## config.mk

```make
export PLATFORM = sky130hd
export DESIGN_NAME = aha_ahb_code_arbiter
export DESIGN_NICKNAME = d
export VERILOG_FILES = /design/src/rtl/aha_ahb_code_arbiter.sv
export SDC_FILE = /design/constraint.sdc
export NUM_CORES = 1
export LEC_CHECK = 0
export BUFFER_PORTS_ARGS = -buffer_cell sky130_fd_sc_hd__clkbuf_2
export CAP_MARGIN = 20
export CORE_MARGIN = 5
export CORE_UTILIZATION = 45
export CTS_BUF_LIST = sky130_fd_sc_hd__clkbuf_2 sky130_fd_sc_hd__clkbuf_4 sky130_fd_sc_hd__clkbuf_8
export DETAILED_ROUTE_END_ITERATION = 16
export HOLD_SLACK_MARGIN = 0.05
export PLACE_DENSITY = 0.83
export SLEW_MARGIN = 10
export SYNTH_ARGS = -nofsm -noshare
export SYNTH_HDL_FRONTEND = slang
export SYNTH_SLANG_ARGS = --single-unit
```

## constraint.sdc

```tcl
create_clock -name HCLK -period 2.6 [get_ports HCLK]
set_input_delay 0.39 -clock HCLK [delete_from_list [all_inputs] [get_ports HCLK]]
set_output_delay 0.39 -clock HCLK [all_outputs]
set_load 0.01 [all_outputs]
```

## src/rtl/aha_ahb_code_arbiter.sv

```systemverilog
`default_nettype none
// ============================================================================
// Module   : aha_ahb_code_arbiter
// Purpose  : Two-master to one-slave AHB-Lite arbiter in front of the code
//            SRAM. M0 (D-code) has priority and M1 (I-code) is low priority.
//            Each master has a one-deep hold register that captures a losing
//            address phase and replays it later. A wait counter promotes a
//            starved M1 after MAX_WAIT consecutive lost slots.
// Revision : 1.0 - initial release
// ============================================================================
module aha_ahb_code_arbiter #(
  parameter int MAX_WAIT = 4
) (
  input  logic        HCLK,
  input  logic        HRESETn,
  input  logic        HSEL_M0,
  input  logic [1:0]  HTRANS_M0,
  input  logic [31:0] HADDR_M0,
  input  logic        HWRITE_M0,
  input  logic [2:0]  HSIZE_M0,
  input  logic [31:0] HWDATA_M0,
  output logic        HREADY_M0,
  output logic [1:0]  HRESP_M0,
  input  logic        HSEL_M1,
  input  logic [1:0]  HTRANS_M1,
  input  logic [31:0] HADDR_M1,
  input  logic        HWRITE_M1,
  input  logic [2:0]  HSIZE_M1,
  input  logic [31:0] HWDATA_M1,
  output logic        HREADY_M1,
  output logic [1:0]  HRESP_M1,
  output logic [31:0] HRDATA_M,
  output logic        HSEL_S,
  output logic [1:0]  HTRANS_S,
  output logic [31:0] HADDR_S,
  output logic        HWRITE_S,
  output logic [2:0]  HSIZE_S,
  output logic [31:0] HWDATA_S,
  output logic        HREADY_S,
  input  logic        HREADYOUT_S,
  input  logic [1:0]  HRESP_S,
  input  logic [31:0] HRDATA_S
);

  localparam logic [1:0] c_TRANS_IDLE   = 2'b00;
  localparam logic [1:0] c_TRANS_NONSEQ = 2'b10;
  localparam logic [1:0] c_RESP_OKAY    = 2'b00;
  localparam logic [3:0] c_MAX_WAIT     = 4'(MAX_WAIT);
  localparam logic [3:0] c_WAIT_SAT     = 4'hF;

  typedef enum logic [1:0] {
    OWN_NONE = 2'b00,
    OWN_M0   = 2'b01,
    OWN_M1   = 2'b10
  } owner_t;

  owner_t      r_owner;
  logic        r_pend_m0, r_pend_m1;
  logic [3:0]  r_wait_cnt;
  logic [31:0] r_hold_addr_m0, r_hold_addr_m1;
  logic        r_hold_write_m0, r_hold_write_m1;
  logic [2:0]  r_hold_size_m0, r_hold_size_m1;
  logic [31:0] r_last_addr;
  logic        r_last_write;
  logic [2:0]  r_last_size;

  logic        w_slot_open;
  logic        w_accept_m0, w_accept_m1;
  logic        w_req_m0, w_req_m1;
  logic        w_gnt_m0, w_gnt_m1;
  logic        w_cap_m0, w_cap_m1;
  logic [31:0] w_src_addr_m0, w_src_addr_m1;
  logic        w_src_write_m0, w_src_write_m1;
  logic [2:0]  w_src_size_m0, w_src_size_m1;
  logic        w_unused;

  // SEQ/NONSEQ distinction is dropped: every forwarded beat is NONSEQ
  assign w_unused = ^{HTRANS_M0[0], HTRANS_M1[0]};

  assign w_slot_open = HREADYOUT_S;

  // Reset is folded into accept so the slave sees IDLE while HRESETn is low
  assign w_accept_m0 = HRESETn & HSEL_M0 & HTRANS_M0[1] & HREADY_M0;
  assign w_accept_m1 = HRESETn & HSEL_M1 & HTRANS_M1[1] & HREADY_M1;
  assign w_req_m0    = r_pend_m0 | w_accept_m0;
  assign w_req_m1    = r_pend_m1 | w_accept_m1;

  // M1 wins when alone, or when it has been pending and starved long enough
  assign w_gnt_m1 = w_slot_open & w_req_m1 &
                    (~w_req_m0 | (r_pend_m1 & (r_wait_cnt >= c_MAX_WAIT)));
  assign w_gnt_m0 = w_slot_open & w_req_m0 & ~w_gnt_m1;

  // A grant implies an open slot, so this also covers capture during a stall
  assign w_cap_m0 = w_accept_m0 & ~w_gnt_m0;
  assign w_cap_m1 = w_accept_m1 & ~w_gnt_m1;

  assign w_src_addr_m0  = r_pend_m0 ? r_hold_addr_m0  : HADDR_M0;
  assign w_src_write_m0 = r_pend_m0 ? r_hold_write_m0 : HWRITE_M0;
  assign w_src_size_m0  = r_pend_m0 ? r_hold_size_m0  : HSIZE_M0;
  assign w_src_addr_m1  = r_pend_m1 ? r_hold_addr_m1  : HADDR_M1;
  assign w_src_write_m1 = r_pend_m1 ? r_hold_write_m1 : HWRITE_M1;
  assign w_src_size_m1  = r_pend_m1 ? r_hold_size_m1  : HSIZE_M1;

  // Address-phase mux; with no grant the address outputs keep the last beat
  always_comb begin
    HSEL_S   = 1'b0;
    HTRANS_S = c_TRANS_IDLE;
    HADDR_S  = r_last_addr;
    HWRITE_S = r_last_write;
    HSIZE_S  = r_last_size;
    if (w_gnt_m0) begin
      HSEL_S   = 1'b1;
      HTRANS_S = c_TRANS_NONSEQ;
      HADDR_S  = w_src_addr_m0;
      HWRITE_S = w_src_write_m0;
      HSIZE_S  = w_src_size_m0;
    end else if (w_gnt_m1) begin
      HSEL_S   = 1'b1;
      HTRANS_S = c_TRANS_NONSEQ;
      HADDR_S  = w_src_addr_m1;
      HWRITE_S = w_src_write_m1;
      HSIZE_S  = w_src_size_m1;
    end
  end

  // Data-phase routing follows the owner; a non-owner stalls only if pending
  assign HREADY_M0 = (r_owner == OWN_M0) ? HREADYOUT_S : ~r_pend_m0;
  assign HREADY_M1 = (r_owner == OWN_M1) ? HREADYOUT_S : ~r_pend_m1;
  assign HRESP_M0  = (r_owner == OWN_M0) ? HRESP_S : c_RESP_OKAY;
  assign HRESP_M1  = (r_owner == OWN_M1) ? HRESP_S : c_RESP_OKAY;
  assign HRDATA_M  = HRDATA_S;
  assign HREADY_S  = HREADYOUT_S;
  assign HWDATA_S  = (r_owner == OWN_M0) ? HWDATA_M0 :
                     (r_owner == OWN_M1) ? HWDATA_M1 : 32'h0;

  // Arbitration state: data-phase owner, pending flags and M1 starvation count
  always_ff @(posedge HCLK or negedge HRESETn) begin
    if (!HRESETn) begin
      r_owner    <= OWN_NONE;
      r_pend_m0  <= 1'b0;
      r_pend_m1  <= 1'b0;
      r_wait_cnt <= 4'd0;
    end else begin
      if (w_slot_open) begin
        r_owner <= w_gnt_m0 ? OWN_M0 : (w_gnt_m1 ? OWN_M1 : OWN_NONE);
        if (w_gnt_m1)
          r_wait_cnt <= 4'd0;
        else if (r_pend_m1 && (r_wait_cnt != c_WAIT_SAT))
          r_wait_cnt <= r_wait_cnt + 4'd1;
      end
      if (w_cap_m0)
        r_pend_m0 <= 1'b1;
      else if (w_gnt_m0)
        r_pend_m0 <= 1'b0;
      if (w_cap_m1)
        r_pend_m1 <= 1'b1;
      else if (w_gnt_m1)
        r_pend_m1 <= 1'b0;
    end
  end

  // Hold registers for captured beats and the last forwarded address phase
  always_ff @(posedge HCLK or negedge HRESETn) begin
    if (!HRESETn) begin
      r_hold_addr_m0  <= 32'h0;
      r_hold_write_m0 <= 1'b0;
      r_hold_size_m0  <= 3'b000;
      r_hold_addr_m1  <= 32'h0;
      r_hold_write_m1 <= 1'b0;
      r_hold_size_m1  <= 3'b000;
      r_last_addr     <= 32'h0;
      r_last_write    <= 1'b0;
      r_last_size     <= 3'b000;
    end else begin
      if (w_cap_m0) begin
        r_hold_addr_m0  <= HADDR_M0;
        r_hold_write_m0 <= HWRITE_M0;
        r_hold_size_m0  <= HSIZE_M0;
      end
      if (w_cap_m1) begin
        r_hold_addr_m1  <= HADDR_M1;
        r_hold_write_m1 <= HWRITE_M1;
        r_hold_size_m1  <= HSIZE_M1;
      end
      if (HSEL_S) begin
        r_last_addr  <= HADDR_S;
        r_last_write <= HWRITE_S;
        r_last_size  <= HSIZE_S;
      end
    end
  end

endmodule
`default_nettype wire

```

==> results of run 1 <==
## state kept, by name, summed over array words and instances, names as in the netlist
register,cells
r_hold_addr_m0,32
r_hold_addr_m1,32
r_hold_size_m0,3
r_hold_size_m1,3
r_hold_write_m0,1
r_hold_write_m1,1
r_last_addr,32
r_last_size,3
r_last_write,1
r_owner,2
r_pend_m0,1
r_pend_m1,1
r_wait_cnt,4
## how the worst max path moves through the flow
stage          startpoint          end  slack, ns  cells after the start
4_1_cts         r_pend_m1  HADDR_S[17]     0.0009                      6
6_report        r_pend_m1  HADDR_S[17]       0.06                      6
3_5_place_dp      HRESETn  HADDR_S[17]       0.34                      7
3_3_place_gp      HRESETn  HADDR_S[31]       0.36                      7
5_1_grt         r_pend_m1   HADDR_S[6]      0.002                      6
2_1_floorplan   r_pend_m1  HADDR_S[28]       0.56                      8
## report_power, final
group | total, uW | switching, uW | internal [uW] | leakage (uW)
combinational | 3600 | 1690 | 1910 | 0.00238
clock | 1720 | 740 | 981 | 0.000211
sequential | 3040 | 448 | 2590 | 0.00142
total | 8360 | 2880 | 5480 | 0.00401
## layout make-up
class | count | area share, %
Clock inverter | 9 | 1.19
Tap cell | 188 | 2.80
Multi-Input combinational cell | 369 | 40.5
Clock buffer | 23 | 3.70
Sequential cell | 116 | 34.7
Inverter | 3 | 0.134
Timing Repair Buffer | 248 | 17.0
## per-layer routing
layer  wire length, um  track usage [%]
met2             10500             38.9
met3              1150             4.72
met5                 0                0
met1              8770             27.8
met4               513             9.20
## critical path: stages (launching register included)
cell and delay (ns):
dfrtp_4 0.53, buf_6 0.14, nand2b_1 0.17, o21ai_4 0.23, buf_12 0.26, a221o_1 0.22
clkbuf_2 0.14
## synthesized netlist by cell type
library cell / number
a21oi_1: 5
conb_1: 1
a211oi_1: 1
o31ai_1: 1
a21o_1: 1
a21oi_4: 1
or3_1: 1
mux2_4: 30
and2_1: 5
o21ai_0: 2
a31o_2: 1
nor2b_1: 38
nand2_1: 6
inv_2: 1
a221o_1: 72
a31oi_2: 1
clkbuf_1: 24
mux2_2: 42
inv_1: 2
nand2b_1: 2
o21ai_2: 1
xnor2_1: 2
a22o_1: 32
a21boi_1: 1
buf_6: 9
buf_4: 37
mux2i_4: 1
and3_1: 2
buf_2: 15
mux2_1: 36
nor3_1: 37
nor2_1: 5
dfrtp_1: 116
ha_1: 1
nand3_4: 1
nor3b_2: 1
o21ai_4: 1
buf_1: 6
a22oi_1: 36
nand3_1: 2
## what timing repair did
action / in CTS / in global routing
pin swaps: 0 / 1
endpoints found under the setup margin: 36 / 31
setup buffers: 5 / 0
hold buffers: 1 / 0
cloned: 1 / 1
hold endpoints to repair: 4 / 0
gates resized for setup: 3 / 6
## stage by stage
| stage | power (uW) | utilization [%] |
|---|---|---|
| after floorplan | 5380 | - |
| after global placement | 6350 | 52.2 |
| after detailed placement | 6480 | 52.2 |
| after CTS | 8350 | 55.6 |
| after global routing | 8840 | 55.8 |
| final | 8360 | 55.8 |
## logic make-up after synthesis
group | Yosys count
compound gates | 156
flops | 116
mux | 109
simple gates | 100
buf+inv | 94
xor+xnor | 2
fa+ha+maj | 1
other cells | 1
## cells in the final DEF (no fill, tap or decap), types with 31 or more instances in the layout
cell and count:
mux2_1 36, nor3_1 36, mux2_2 41, a22o_1 32
dfrtp_1 114, clkbuf_2 219, nor2b_1 36, a22oi_1 36
a221o_1 72, mux2_4 31
==> impl_results.md, run 1 <==
- Area delta synth->final: 22.8%
- MaxCap Viol Count: 0
- Antenna-violating nets left: 0
- Critical R2R Launch: r_pend_m1
- Clock Path Buffers: 2
- Antenna cells: 0
- Filler Cells Inserted: 1291
- Average cell area after synthesis: 11.8 sq um
- Pre-CTS setup slack: 0.341 ns
- Unrepaired setup endpoints after global routing: no
- Vias: 5704
- Simple-Gate Fraction of Synth Area: 8.30%
- Crit end category: output port
- Via density per instance: 5.97
- FF+latch count, synth: 116
- Syn Inst Count: 579
- Final count of hold timing violations: 0
- Final-report setup violation count: 0
- First-pass GRT wire length: 31800 um
- # placed instances: 917
- Hold Crit Class: primary input to async pin
- Crit Path Category: register to output port
- Min Hold Slack: 0.122 ns
- Clock Sinks: 116
- Tcrit/Tclk final: 97.6%
- Fin nets: 935
- Worst-skew pair later-pin latency: 0.43 ns
- Num CTS Buffers: 17
- GPL Wtd Cong: 0.746
- Routed WL: 20900 um
- Fin cells: 956
- Netlist cell types: 40
- Syn Std Cell Area: 0.00683 sq mm
- Worst VDD drop: 0.435 mV
- R2r worst-path depth: 6
- First-pass DRT Iterations: 6
- Rows: 45
- Global Route Usage Sum: 22.6%
- Max H-tree Level: 4
- Register area: 0.00291 sq mm
- Initial Util: 45.4%
- Vias in the first global route: 5860
- Total nets after synthesis: 759
- CTS tree: yes
- HPWL after DPL: 14200 um
- CP Launch Type: register
- Fin area: 0.00839 sq mm
- Post-Synth XOR/XNOR Area: 0.256%
- Fin worst setup slack: 0.0633 ns
- Port bufs: 221
- Arrival time at the worst endpoint: 2.15 ns
- Core ar.: 0.0150 sq mm
- Layout cells sized above 1: 47.9%
- Critical Path Fanout Max: 37
- Reg clk slew, reported paths: 0.07 ns
- Synth area leaders: dfrtp_1 (42%), a221o_1 (11%), mux2_2 (6.9%), mux2_4 (6.6%), mux2_1 (5.9%)
- Die width: 133 um
- Multi-input logic area: 0.00340 sq mm
- Die Ht: 133 um
- Drc violations: 0
- Static leakage: 0.00401 uW
- Synth Area in Compound Gates: 20.5%
- Synth Area in Adders: 0.183%
- PD cells: 996 mW/mm^2
- Period minus WS final: 2.54 ns
- Root buffer cell: clkbuf_8
- Mux share of post-synthesis cell area: 19.8%
- Sequential element share of the synthesized area: 42.5%
- FMAX: 394 MHz
- Largest net degree at the start of global routing: 75
- Iteration-0 DRC Markers: 286
- Worst R2R Setup Slack: 0.31 ns
- Worst Tran Pin Value: 0.870 ns
- Dpl cell area: 0.00785 sq mm
- Fin. max-slew vios: 0
- Die area: 0.0177 sq mm
- Outcome: finished, final reports clean
- Max-slew headroom: 42.0%
- Setup TNS: 0 ns
- RR Endpoint: r_hold_size_m1[1]
- Top Ports: 289
- Post-DR wirelength/cell: 21.9 um
- Setup Skew: 0.00671 ns
- Synth Warn #: 0
- Synth area leader: dfrtp_1
- Data required time of the worst path: 2.21 ns
- Initial antenna violation count: 0
- Post-synth top area share: 42.5%
- Largest family of logic cells by synthesized area: compound AO/OA/AOI/OAI gates
- Grt ovf: 0
Power figures use the tool's default switching activity.
==> inputs of run 2 (changes only) <==
Clock period 2.6 ns to 2.35 ns, I/O delays scaled along.
==> run 2 against run 1 <==
Compared with the run above: the run now ends with setup timing left; first-iteration DRC count increased by 12%; non-clock buffer count increased by 14; cell count increased by 1.4%; sequential share of layout area decreased by 1.5 points; wire length increased by 1.4%; combinational power increased by 20%; via count increased by 0.25%; critical endpoint is now HADDR_S[7]; largest cell class unchanged.
==> impl_results.md, run 2 (synthesis results as in run 1) <==
- Worst R2R Setup Slack: 0.12 ns (-0.19 ns)
- Final count of hold timing violations: 0 (unchanged)
- CP Launch Type: register
- First-pass DRT Iterations: 5 (-1)
- Vias in the first global route: 5903 (+0.73%)
- Fin worst setup slack: -0.102 ns (-0.165 ns)
- Area delta synth->final: 28.2%
- Crit Path Category: register to output port
- Commonest non-fill, non-tap cell in the layout: clkbuf_2
- Max H-tree Level: 4 (unchanged)
- Iteration-0 DRC Markers: 319 (+12%)
- Worst Setup SP: r_pend_m1
- RR Endpoint: r_hold_addr_m1[20]
- Num CTS Buffers: 17 (unchanged)
- Antenna cells: 0 (unchanged)
- Vias: 5718 (+0.25%)
- Top Ports: 289 (unchanged)
- Fin nets: 949 (+1.5%)
- Worst-skew pair later-pin latency: 0.44 ns (about the same)
- Hold Crit Class: primary input to async pin
- Filler Cells Inserted: 1252 (-3.0%)
- First-pass GRT wire length: 32700 um (+2.8%)
- Die Ht: 133 um (unchanged)
- Largest regs: r_hold_addr_m0 (32), r_hold_addr_m1 (32), r_last_addr (32)
- Clock Path Buffers: 2 (unchanged)
- Static leakage: 0.00419 uW (+4.5%)
- Largest net degree at the start of global routing: 71 (-5.3%)
- Critical Path Fanout Max: 16 (-57%)
- Die area: 0.0177 sq mm (unchanged)
- Antenna-violating nets left: 0 (unchanged)
- Global Route Usage Sum: 23.4% (+0.80 points)
- Worst VDD drop: 0.465 mV (+7.0%)
- HPWL after DPL: 14700 um (+3.3%)
- Outcome: finished, violations left
- Tcrit/Tclk final: 104%
- Final-report setup violation count: 36 (+36)
- Routed WL: 21200 um (+1.4%)
- Most frequent cells in the layout: clkbuf_2 (209), dfrtp_1 (114), a221o_1 (72)
- Initial antenna violation count: 1 (+1)
- PD cells: 1120 mW/mm^2 (+12%)
- Core ar.: 0.0150 sq mm (unchanged)
- Clock Sinks: 116 (unchanged)
- CTS tree: yes
- Initial Util: 45.4% (unchanged)
- Via density per instance: 5.90 (-1.1%)
- GPL Wtd Cong: 0.772 (+3.4%)
- Max-slew headroom: 39.4% (-2.6 points)
- Setup crit end: HADDR_S[7]
- Worst Tran Pin Value: 0.909 ns (+0.0386 ns)
- Root buffer cell: clkbuf_8
- Failing checks: setup timing
- Setup Skew: 0.00848 ns (+0.00177 ns)
- Layout cells sized above 1: 49.6% (+1.6 points)
- R2r worst-path depth: 6 (unchanged)
- MaxCap Viol Count: 0 (unchanged)
- Period minus WS final: 2.45 ns
- Drc violations: 0 (unchanged)
- Arrival time at the worst endpoint: 2.10 ns (-0.05 ns)
- Grt ovf: 0 (unchanged)
- Critical R2R Launch: r_pend_m1
- Rows: 45 (unchanged)
- Min Hold Slack: 0.0729 ns (-0.0494 ns)
- Port bufs: 221 (unchanged)
- FMAX: 408 MHz
- Reg clk slew, reported paths: 0.07 ns (about the same)
- Unrepaired setup endpoints after global routing: yes
- Post-DR wirelength/cell: 21.9 um (about the same)
- Pre-CTS setup slack: 0.165 ns (-0.176 ns)
- Die width: 133 um (unchanged)
- Fin. max-slew vios: 0 (unchanged)
- Crit end category: output port
- Data required time of the worst path: 2.00 ns (-0.21 ns)
[run 2: timing repair]
action,4_1_cts,5_1_grt
setup buffers,14,0
setup endpoints to repair,36,39
gates cloned,6,0
resized for setup,13,23
hold buffers,1,0
pin swaps,7,11
hold endpoints to repair,5,0
[run 2: area by class of cell]
cell class	count	area, sq um	area share [%]
Clock buffer	20	263	3.00
Clock inverter	11	183	2.09
Inverter	3	11.3	0.129
Multi-Input combinational cell	369	3440	39.3
Sequential cell	116	2910	33.2
Tap cell	188	235	2.69
Timing Repair Buffer	262	1720	19.6
[run 2: worst min path at each step]
stage / cells past startpoint / slack, ns / start / endpoint
3_5_place_dp: 1 / 0.19 / HRESETn / r_pend_m0
5_1_grt: 2 / 0.10 / HRESETn / r_last_addr[30]
6_report: 2 / 0.07 / HRESETn / r_hold_addr_m1[17]
3_3_place_gp: 1 / 0.19 / HRESETn / r_pend_m0
2_1_floorplan: 0 / 0.06 / HRESETn / r_hold_addr_m0[0]
4_1_cts: 2 / 0.06 / HRESETn / r_last_addr[30]
[run 2: through the flow]
step                power [uW]  setup TNS (ns)  util (%)  std cells  instance area [sq um]
finish                    9800           -2.54      58.3        969                   8760
global route             10300           -4.91      58.3        969                   8760
CTS                       9830           -2.73      58.2        971                   8750
detailed placement        7270               0      53.0        920                   7960
global placement          7110               0      53.0        920                   7960
floorplan                 5950               0         -        579                   6830
[run 2: worst max-delay path, cell delays in order, from the launching register on]
cell	delay [ns]
dfrtp_2	0.51
a31oi_4	0.22
a21oi_4	0.07
and2_4	0.21
buf_12	0.15
a221o_1	0.33
buf_2	0.15
[run 2: where the power goes]
| group | switching, uW | total (uW) | internal [uW] | leakage, uW |
|---|---|---|---|---|
| clock | 813 | 2110 | 1300 | 0.000229 |
| sequential | 510 | 3370 | 2860 | 0.00142 |
| combinational | 1940 | 4320 | 2370 | 0.00254 |
| total | 3270 | 9800 | 6530 | 0.00419 |
[run 2: metal layers]
layer	up-vias	share of wire, %	global-route usage (%)
met1	2833	40	28.8
met2	246	51	40.4
li1	2582	-	-
met5	-	0.061	0
met4	2	2.3	8.97
met3	55	6.6	5.06
==> inputs of run 3 (changes only) <==
Settings changed: CAP_MARGIN 20 to default.
Clock period 2.35 ns to 2.9 ns, I/O delays scaled along.
==> run 3 against run 2 <==
Compared with the run above: the flow now finishes without violations; via count decreased by 2.0%; cell area decreased by 5.7%; non-clock buffer count decreased by 21; sequential cell count unchanged; largest power group unchanged; highest routed layer unchanged.
==> impl_results.md, run 3 (synthesis results as in run 1) <==
- R2r worst-path depth: 5 (-1)
- Max H-tree Level: 4 (unchanged)
- Clock power frac: 21.8% (+0.3 points)
- GPL Wtd Cong: 0.755 (-2.2%)
- Register area: 0.00291 sq mm (unchanged)
- Iteration-0 DRC Markers: 228 (-29%)
- Crit end category: output port
- RR Endpoint: r_hold_size_m0[1]
- Multi-input logic area: 0.00338 sq mm (-2.0%)
- Vias in the first global route: 5749 (-2.6%)
- Worst-skew pair later-pin latency: 0.44 ns (about the same)
- Fin. max-slew vios: 0 (unchanged)
- Hold Crit Class: primary input to async pin
- Clock Path Buffers: 2 (unchanged)
- Die area: 0.0177 sq mm (unchanged)
- Global Route Usage Sum: 22.0% (-1.4 points)
- First-pass DRT Iterations: 4 (-1)
- Die width: 133 um (unchanged)
- Initial antenna violation count: 1 (unchanged)
- Root buffer cell: clkbuf_8
- Worst R2R Setup Slack: 0.76 ns (+0.64 ns)
- Fin nets: 928 (-2.2%)
- Max-slew headroom: 43.1% (+3.7 points)
- Post-DR wirelength/cell: 20.9 um (-4.3%)
- FMAX: 370 MHz
- HPWL after DPL: 14300 um (-2.2%)
- Layout cells sized above 1: 47.3% (-2.2 points)
- MaxCap Viol Count: 0 (unchanged)
- Setup Skew: 0.00622 ns (-0.00226 ns)
- Reg clk slew, reported paths: 0.07 ns (about the same)
- Final count of hold timing violations: 0 (unchanged)
- Commonest non-fill, non-tap cell in the layout: clkbuf_2
- Sw frac: 34.1% (+0.75 points)
- Most frequent cells in the layout: clkbuf_2 (220), dfrtp_1 (114), a221o_1 (72)
- Rows: 45 (unchanged)
- Largest stage delay on the critical path: 0.60 ns (+0.09 ns)
- Internal cell power: 4890 uW (-25%)
- Largest regs: r_hold_addr_m0 (32), r_hold_addr_m1 (32), r_last_addr (32)
- Sw power: 2530 uW (-23%)
- Slowest cell on crit path: buf_4
- Filler Cells Inserted: 1327 (+6.0%)
- Vias: 5605 (-2.0%)
- Largest net degree at the start of global routing: 75 (+5.6%)
- CP Cell Sequence: buf_4 -> nor2b_1 -> a22oi_1 -> nor3_1 -> a221o_1 -> clkbuf_2
- Arrival time at the worst endpoint: 2.27 ns (+0.17 ns)
- Worst Tran Pin Value: 0.853 ns (-0.0558 ns)
- CP Launch Type: register
- Unrepaired setup endpoints after global routing: no
- Critical Path Fanout Max: 74 (+58)
- Worst Setup SP: r_pend_m0
- PnR Total Power: 7420 uW (-24%)
- Setup crit end: HADDR_S[27]
- Critical R2R Launch: r_pend_m0
- Tcrit/Tclk final: 93.2%
- Antenna-violating nets left: 0 (unchanged)
- Antenna cells: 0 (unchanged)
- Routed WL: 19900 um (-6.3%)
- Static leakage: 0.00395 uW (-5.9%)
- Clock Sinks: 116 (unchanged)
- Num CTS Buffers: 17 (unchanged)
- Core ar.: 0.0150 sq mm (unchanged)
- Combinational power share: 41.4% (-2.7 points)
- Period minus WS final: 2.70 ns
- Area delta synth->final: 20.9%
- Setup TNS: 0 ns (+2.54 ns)
- Data required time of the worst path: 2.47 ns (+0.47 ns)
- Die Ht: 133 um (unchanged)
- CTS tree: yes
- Initial Util: 45.4% (unchanged)
- Grt ovf: 0 (unchanged)
- Outcome: finished, final reports clean
- Port bufs: 221 (unchanged)
- Final-report setup violation count: 0 (-100%)
- Crit Path Category: register to output port
- Reg power frac: 36.7% (+2.3 points)
- Top Ports: 289 (unchanged)
- PD cells: 898 mW/mm^2 (-20%)
- Via density per instance: 5.91 (about the same)
- Worst VDD drop: 0.493 mV (+6.1%)
- First-pass GRT wire length: 31000 um (-5.2%)
- Postcts setup bufs: 0 (-14)
- Drc violations: 0 (unchanged)
## run 3: worst min path at each step
stage	slack [ns]	end	depth (start not counted)
floorplan	0.14	r_hold_addr_m0[0]	0
global placement	0.26	r_owner[0]	1
detailed placement	0.27	r_owner[0]	1
CTS	0.16	r_hold_addr_m0[13]	2
global route	0.20	r_hold_addr_m0[13]	2
finish	0.17	r_hold_addr_m0[13]	2
## run 3: per-layer routing
metal  share of wire [%]  track usage, %  vias to the layer above
li1                    -               -                     2544
met1                  40            26.5                     2784
met2                  49            36.7                      219
met3                 6.6            6.38                       56
met4                 3.6            9.60                        2
met5               0.065               0                        -
## run 3: power groups by stage
| stage | clock, uW | combinational, uW | sequential [uW] |
|---|---|---|---|
| floorplan | 0 | 2230 | 2590 |
| global placement | 0 | 3010 | 2670 |
| detailed placement | 0 | 3080 | 2730 |
| CTS | 1650 | 3110 | 2710 |
| global route | 1730 | 3320 | 2790 |
| finish | 1620 | 3070 | 2720 |
## run 3: worst max-delay path: cells and delay by family, from the launching register on
| family | cells | cell delay (ns) |
|---|---|---|
| AO/OA/AOI/OAI | 2 | 0.48 |
| buffers and inverters | 2 | 0.73 |
| AND/OR/NAND/NOR | 2 | 0.23 |
| flip-flops | 1 | 0.36 |
## run 3: per-stage QoR
| stage | util (%) | instance area [sq um] | cells | hold WS [ns] | setup WS (ns) |
|---|---|---|---|---|---|
| 6_report | 54.9 | 8260 | 949 | 0.175 | 0.198 |
| 5_1_grt | 54.9 | 8260 | 949 | 0.203 | 0.0278 |
| 4_1_cts | 54.9 | 8260 | 949 | 0.164 | 0.184 |
| 3_5_place_dp | 52.0 | 7820 | 916 | 0.266 | 0.306 |
| 3_3_place_gp | 52.0 | 7820 | 916 | 0.265 | 0.341 |
| 2_1_floorplan | - | 6830 | 579 | 0.139 | 0.819 |
## run 3: what timing repair did
item	in CTS	in global routing
hold buffers	1	0
endpoints found under the hold margin	4	0
resized for setup	0	0
## run 3: layout make-up
class | instances | area share (%)
repair buffers | 241 | 15.7
well taps | 188 | 2.85
inverters | 3 | 0.136
multi-input cells | 369 | 40.9
clock inverters | 9 | 1.52
flip-flops and latches | 116 | 35.2
clock buffers | 23 | 3.68
